**src/rtl/dino_pkg.sv**
```systemverilog
// Shared definitions for the dinosaur game: state encoding, height reference,
// obstacle-type constants and score width. Also used by the jump stage and renderer.
package dino_pkg;

  typedef enum logic [1:0] {
    IDLE = 2'd0,
    RUN  = 2'd1,
    OVER = 2'd2
  } state_t;

  // Height reported by the jump stage when the dinosaur stands on the ground
  localparam logic [5:0] GROUND_HEIGHT = 6'd63;

  localparam logic OBST_TYPE0 = 1'b0;
  localparam logic OBST_TYPE1 = 1'b1;

  localparam int SCORE_W = 14;
  localparam logic [SCORE_W-1:0] SCORE_MAX = '1;

endpackage

```
**src/rtl/dino_lfsr8.sv**
```systemverilog
// 8-bit Fibonacci LFSR (taps 8,6,5,4), free-running every clock.
module dino_lfsr8 #(
  parameter logic [7:0] SEED = 8'hA5
) (
  input  logic       CLK,
  input  logic       RST_N,
  output logic [7:0] state
);

  // Shift left, feeding back the XOR of taps 8,6,5,4 into bit 0
  always_ff @(posedge CLK or negedge RST_N) begin
    if (!RST_N) begin
      state <= SEED;
    end else begin
      state <= {state[6:0], state[7] ^ state[5] ^ state[4] ^ state[3]};
    end
  end

endmodule

```
**src/rtl/dino_game_ctrl.sv**
```systemverilog
// Game controller: idle/run/over state machine, one scrolling obstacle with
// pseudo-random type, collision detection against the dinosaur, and score.
module dino_game_ctrl
  import dino_pkg::*;
#(
  parameter int         SCREEN_W  = 160,
  parameter int         DINO_X    = 16,
  parameter int         DINO_W    = 8,
  parameter int         OBST_H0   = 10,
  parameter int         OBST_H1   = 18,
  parameter logic [7:0] LFSR_SEED = 8'hA5
) (
  input  logic               CLK,
  input  logic               RST_N,
  input  logic               tick,
  input  logic               button_start,
  input  logic [5:0]         dinosaur_height,
  output logic               game_status,
  output logic [7:0]         obstacle_x,
  output logic               obstacle_type,
  output logic [SCORE_W-1:0] score,
  output logic               crash
);

  localparam logic [7:0] SPAWN_X = 8'(SCREEN_W - 1);
  localparam logic [7:0] X_LO    = 8'(DINO_X);
  localparam logic [7:0] X_HI    = 8'(DINO_X + DINO_W - 1);
  localparam logic [5:0] H0      = 6'(OBST_H0);
  localparam logic [5:0] H1      = 6'(OBST_H1);

  state_t             state_q;
  state_t             state_d;
  logic               start_q;
  logic               start_rise;
  logic [7:0]         lfsr;
  logic               lfsr_unused;
  logic [5:0]         clearance;
  logic               hit;
  logic               status_d;
  logic               crash_d;
  logic [7:0]         x_d;
  logic               type_d;
  logic [SCORE_W-1:0] score_d;

  function automatic logic [SCORE_W-1:0] score_sat_inc(input logic [SCORE_W-1:0] s);
    return (s == SCORE_MAX) ? s : s + 1'b1;
  endfunction

  dino_lfsr8 #(
    .SEED (LFSR_SEED)
  ) u_lfsr (
    .CLK   (CLK),
    .RST_N (RST_N),
    .state (lfsr)
  );

  // Only bit 0 picks the obstacle type; the rest of the state is not consumed here
  assign lfsr_unused = ^lfsr[7:1];

  // Remember the previous button level to detect a single press edge
  always_ff @(posedge CLK or negedge RST_N) begin
    if (!RST_N) begin
      start_q <= 1'b0;
    end else begin
      start_q <= button_start;
    end
  end

  assign start_rise = button_start & ~start_q;

  // Height above ground cannot underflow because the jump stage never exceeds 63
  assign clearance = GROUND_HEIGHT - dinosaur_height;
  assign hit = (obstacle_x >= X_LO) && (obstacle_x <= X_HI) &&
               (clearance < ((obstacle_type == OBST_TYPE1) ? H1 : H0));

  // State register
  always_ff @(posedge CLK or negedge RST_N) begin
    if (!RST_N) begin
      state_q <= IDLE;
    end else begin
      state_q <= state_d;
    end
  end

  // Next-state logic: start edges (re)enter RUN, a ticked hit ends the run
  always_comb begin
    state_d = state_q;
    case (state_q)
      IDLE, OVER: if (start_rise) state_d = RUN;
      RUN:        if (tick && hit) state_d = OVER;
      default:    state_d = IDLE;
    endcase
  end

  // Output logic: next values of the registered outputs; a hit freezes x and score
  always_comb begin
    status_d = (state_d == RUN);
    crash_d  = (state_q == RUN) && (state_d == OVER);
    x_d      = obstacle_x;
    type_d   = obstacle_type;
    score_d  = score;
    if ((state_q != RUN) && (state_d == RUN)) begin
      x_d     = SPAWN_X;
      type_d  = lfsr[0];
      score_d = '0;
    end else if ((state_q == RUN) && tick && !hit) begin
      if (obstacle_x == 8'd0) begin
        x_d     = SPAWN_X;
        type_d  = lfsr[0];
        score_d = score_sat_inc(score);
      end else begin
        x_d = obstacle_x - 8'd1;
      end
    end
  end

  // Output registers
  always_ff @(posedge CLK or negedge RST_N) begin
    if (!RST_N) begin
      game_status   <= 1'b0;
      crash         <= 1'b0;
      obstacle_x    <= SPAWN_X;
      obstacle_type <= OBST_TYPE0;
      score         <= '0;
    end else begin
      game_status   <= status_d;
      crash         <= crash_d;
      obstacle_x    <= x_d;
      obstacle_type <= type_d;
      score         <= score_d;
    end
  end

endmodule

```
**config.mk**
```make
export PLATFORM = sky130hd
export DESIGN_NAME = dino_game_ctrl
export DESIGN_NICKNAME = d
export VERILOG_FILES = /design/src/rtl/dino_pkg.sv /design/src/rtl/dino_lfsr8.sv /design/src/rtl/dino_game_ctrl.sv
export SDC_FILE = /design/constraint.sdc
export NUM_CORES = 1
export LEC_CHECK = 0
export ABC_AREA = 1
export BUFFER_PORTS_ARGS = -buffer_cell sky130_fd_sc_hd__buf_2
export CELL_PAD_IN_SITES_DETAIL_PLACEMENT = 0
export CELL_PAD_IN_SITES_GLOBAL_PLACEMENT = 2
export CORE_ASPECT_RATIO = 1.1
export CORE_MARGIN = 2
export CORE_UTILIZATION = 32
export CTS_CLUSTER_SIZE = 10
export DETAILED_ROUTE_END_ITERATION = 10
export PLACE_DENSITY_LB_ADDON = 0.1
export SYNTH_ARGS = -nofsm -noshare
export SYNTH_HDL_FRONTEND = slang
export SYNTH_SLANG_ARGS = --single-unit
```
**constraint.sdc**
```tcl
create_clock -name CLK -period 2.3 [get_ports CLK]
set_clock_uncertainty 0.2 [all_clocks]
set_input_delay 0.23 -clock CLK [delete_from_list [all_inputs] [get_ports CLK]]
set_output_delay 0.23 -clock CLK [all_outputs]
set_load 0.02 [all_outputs]
```
==> flow_metrics.env <==
export IMPL_fp_dieH_um=88.6
export IMPL_synth_top_area_cell="dfrtp_1"
export IMPL_overall_die_area_sq_um=7170
export IMPL_hp_start="tick"
export IMPL_startpoint_class_of_the_critical_path="flip-flop"
export IMPL_mostFrequentLayoutCell="nand2_1"
export IMPL_area_growth_syn_to_layout_pct=19.2
export IMPL_detailed_place_hpwl_um=3680
export IMPL_register_area_sq_um=913
export IMPL_total_power_uw=2290
export IMPL_ys_warnings_count=0
export IMPL_syn_num_nets=294
export IMPL_crit_path_start="obstacle_x[0]"
export IMPL_cpMaxStageDelayCell="dfstp_2"
export IMPL_critical_path_endpoint_type="flip-flop"
export IMPL_global_route_wire_length_before_repair_um=8610
export IMPL_yosysTopAreaCellShare_pct=31.3
export IMPL_clk_insertion_delay_late_ns=0.29
export IMPL_result_of_the_run="completed"
export IMPL_number_of_standard_cells_after_synthesis=279
export IMPL_crit_reg2reg_launch="obstacle_x[0]"
export IMPL_die_width_um=80.9
export IMPL_fp_coreArea_sq_um=6230
export IMPL_cp_max_fo=6
export IMPL_maxSlewViolCount=0
export IMPL_final_period_minus_worst_setup_slack_ns=1.87
export IMPL_setup_worst_path_class="reg2reg"
export IMPL_clock_edge_transition_at_the_registers_on_the_reported_setup_and_hold_paths_ns=0.08
export IMPL_yosysUniqueCellTypes=26
export IMPL_timing_worst_slew_pin_value_ns=0.823
export IMPL_cp_buffers_inverters=3
export IMPL_cp_required_ns=2.29
export IMPL_cp_cell_sequence="inv_1 > ha_1 > nand2_1 > nor2_4 > inv_2 > o21ai_4 > buf_4 > nand3b_1 > nand2_1"
export IMPL_synth_top_cells_by_area="dfrtp_1 31%, nand2_1 17%, dfstp_2 13%"
export IMPL_holdCritPathClass="in2reg"
export IMPL_cp_data_arrival_time_ns=1.86
export IMPL_timing_max_cap_violations=0
export IMPL_unrepaired_setup_endpoints_after_global_routing="false"
export IMPL_fin_nets=339
export IMPL_timing_critical_path_slowest_cell_delay_ns=0.55
export IMPL_cts_path_max_buffers=2
export IMPL_initial_core_util_pct=33.4
export IMPL_synth_yosys_seq_area_share_pct=43.9
export IMPL_grt_start_max_net_pins=37
export IMPL_drt_wirelength_per_cell_um=12.5
export IMPL_cts_buffers=5
export IMPL_drt_pass1_iter_count=4
export IMPL_drt_total_wl_um=5050
export IMPL_slew_headroom_pct=45.1
export IMPL_setup_reg_to_reg_worst_slack_ns=0.43
export IMPL_power_per_cell_area_nw_per_um2=923
export IMPL_hold_viol=0
export IMPL_root_buffer="clkbuf_8"
export IMPL_layout_cells_most_common_list="92 x nand2_1, 33 x nor2_1, 33 x buf_2"
export IMPL_synthesized_area_divided_by_synthesized_cell_count_sq_um=7.46
export IMPL_cts_htree_levels=2
export IMPL_final_layout_size_suffix_gt1_share_pct=22.8
export IMPL_final_fill_count=719
export IMPL_tritoncts="yes"
export IMPL_power_leakage_uw=0.00130
export IMPL_first_iteration_detailed_routing_drc_count=85
export IMPL_cell_type_group_with_the_largest_total_delay_on_the_critical_path="flip-flops"
export IMPL_setup_violations_final=0
export IMPL_multi_input_area_sq_um=1000
export IMPL_ioPinCount=35
export IMPL_antenna_left=0
export IMPL_achievable_frequency_ghz=0.534
export IMPL_post_route_period_util_pct=81.4
export IMPL_grt_use_total_pct=15.8
export IMPL_overflow=0
export IMPL_post_drt_via_cell_ratio=4.49
export IMPL_antenna_cells=0
export IMPL_portBuffers=33
export IMPL_sum_of_negative_setup_slack_ns=0
export IMPL_synthesis_area_sq_um=2080
export IMPL_route_vias_total=1820
export IMPL_globalplace_congestion=0.723
export IMPL_grt_pass1_vias=1774
export IMPL_post_cts_setup_buffers=0
export IMPL_floorplan_rows=30
export IMPL_grt_antenna_before_repair=0
export IMPL_ys_seq_elements=36
export IMPL_cts_sinks=36
export IMPL_cp_common_cell="nand2_1"
export IMPL_vdd_ir_drop_worst_mv=0.412
export IMPL_detail_route_drc_violations=0
-- final timing paths --
path                                   end  cells past startpoint
max reg2reg                       score[0]                      9
min in group asynchronous        score[10]                      2
min                                  crash                      3
max in group asynchronous        score[13]                      2
max                               score[0]                      9
min reg2reg                u_lfsr.state[2]                      0
-- layout make-up --
| cell class | instances | area share [%] |
|---|---|---|
| multi-input cells | 205 | 40.4 |
| well taps | 80 | 4.03 |
| clock buffers | 5 | 2.77 |
| flip-flops and latches | 36 | 36.8 |
| repair buffers | 44 | 10.2 |
| inverters | 32 | 4.84 |
| clock inverters | 3 | 0.958 |
-- registers in the layout (all words and copies together) (netlist names) --
name and count:
score 14, obstacle_x 8, u_lfsr.state 8, state_q 2, crash 1, game_status 1
obstacle_type 1, start_q 1
-- worst min-delay path: stages --
cell and delay (ns):
buf_2 0.11, nand2_1 0.08, nor2_1 0.07
-- report_power, final --
group / switching (uW) / total (uW) / internal [uW]
sequential: 113 / 893 / 780
combinational: 594 / 922 / 328
clock: 261 / 475 / 215
total: 967 / 2290 / 1320
-- layer usage --
metal	global-route usage [%]	vias up	part of all wire, %
met5	0	-	0
met3	3.06	7	2.5
met2	24.7	22	43
li1	-	964	-
met4	4.62	0	1.2
met1	22.3	827	54
-- logic make-up (layout without fill, tap and decap cells) --
kind of cell             Yosys count  after routing  synth area share [%]
adder cells (fa/ha/maj)            5              5                  3.00
XOR/XNOR                           8              8                  3.37
buffers and inverters             38             84                  7.99
flip-flops                        36             36                  43.9
AO/OA/AOI/OAI                     15             15                  4.57
AND/OR/NAND/NOR                  177            177                  37.2
-- through the flow --
stage / setup slack (ns) / hold WS [ns] / util (%) / std cells / area, sq um
floorplan: 0.422 / -0.266 / - / 279 / 2080
global placement: 0.433 / 0.142 / 38.0 / 395 / 2370
detailed placement: 0.428 / 0.140 / 38.0 / 395 / 2370
CTS: 0.412 / 0.0252 / 39.8 / 405 / 2480
global route: 0.241 / 0.0546 / 39.8 / 405 / 2480
finish: 0.429 / 0.0332 / 39.8 / 405 / 2480
-- repair_timing --
action | CTS | global route
hold buffers | 2 | 0
resized for setup | 0 | 0
hold endpoints to repair | 27 | 0
-- cell usage after synthesis, drive strengths merged --
| cell type | n |
|---|---|
| dfstp | 10 |
| a21boi | 1 |
| nand2 | 96 |
| clkbuf | 2 |
| nand3 | 30 |
| a2bb2oi | 1 |
| ha | 5 |
| o21ai | 11 |
| dfrtp | 26 |
| nor3 | 2 |
| nand3b | 4 |
| buf | 4 |
| nor2 | 39 |
| xnor2 | 5 |
| inv | 32 |
| xor2 | 3 |
| nand4 | 6 |
| a21oi | 1 |
| o21bai | 1 |
Note: power is estimated with default switching activity, not from simulation.
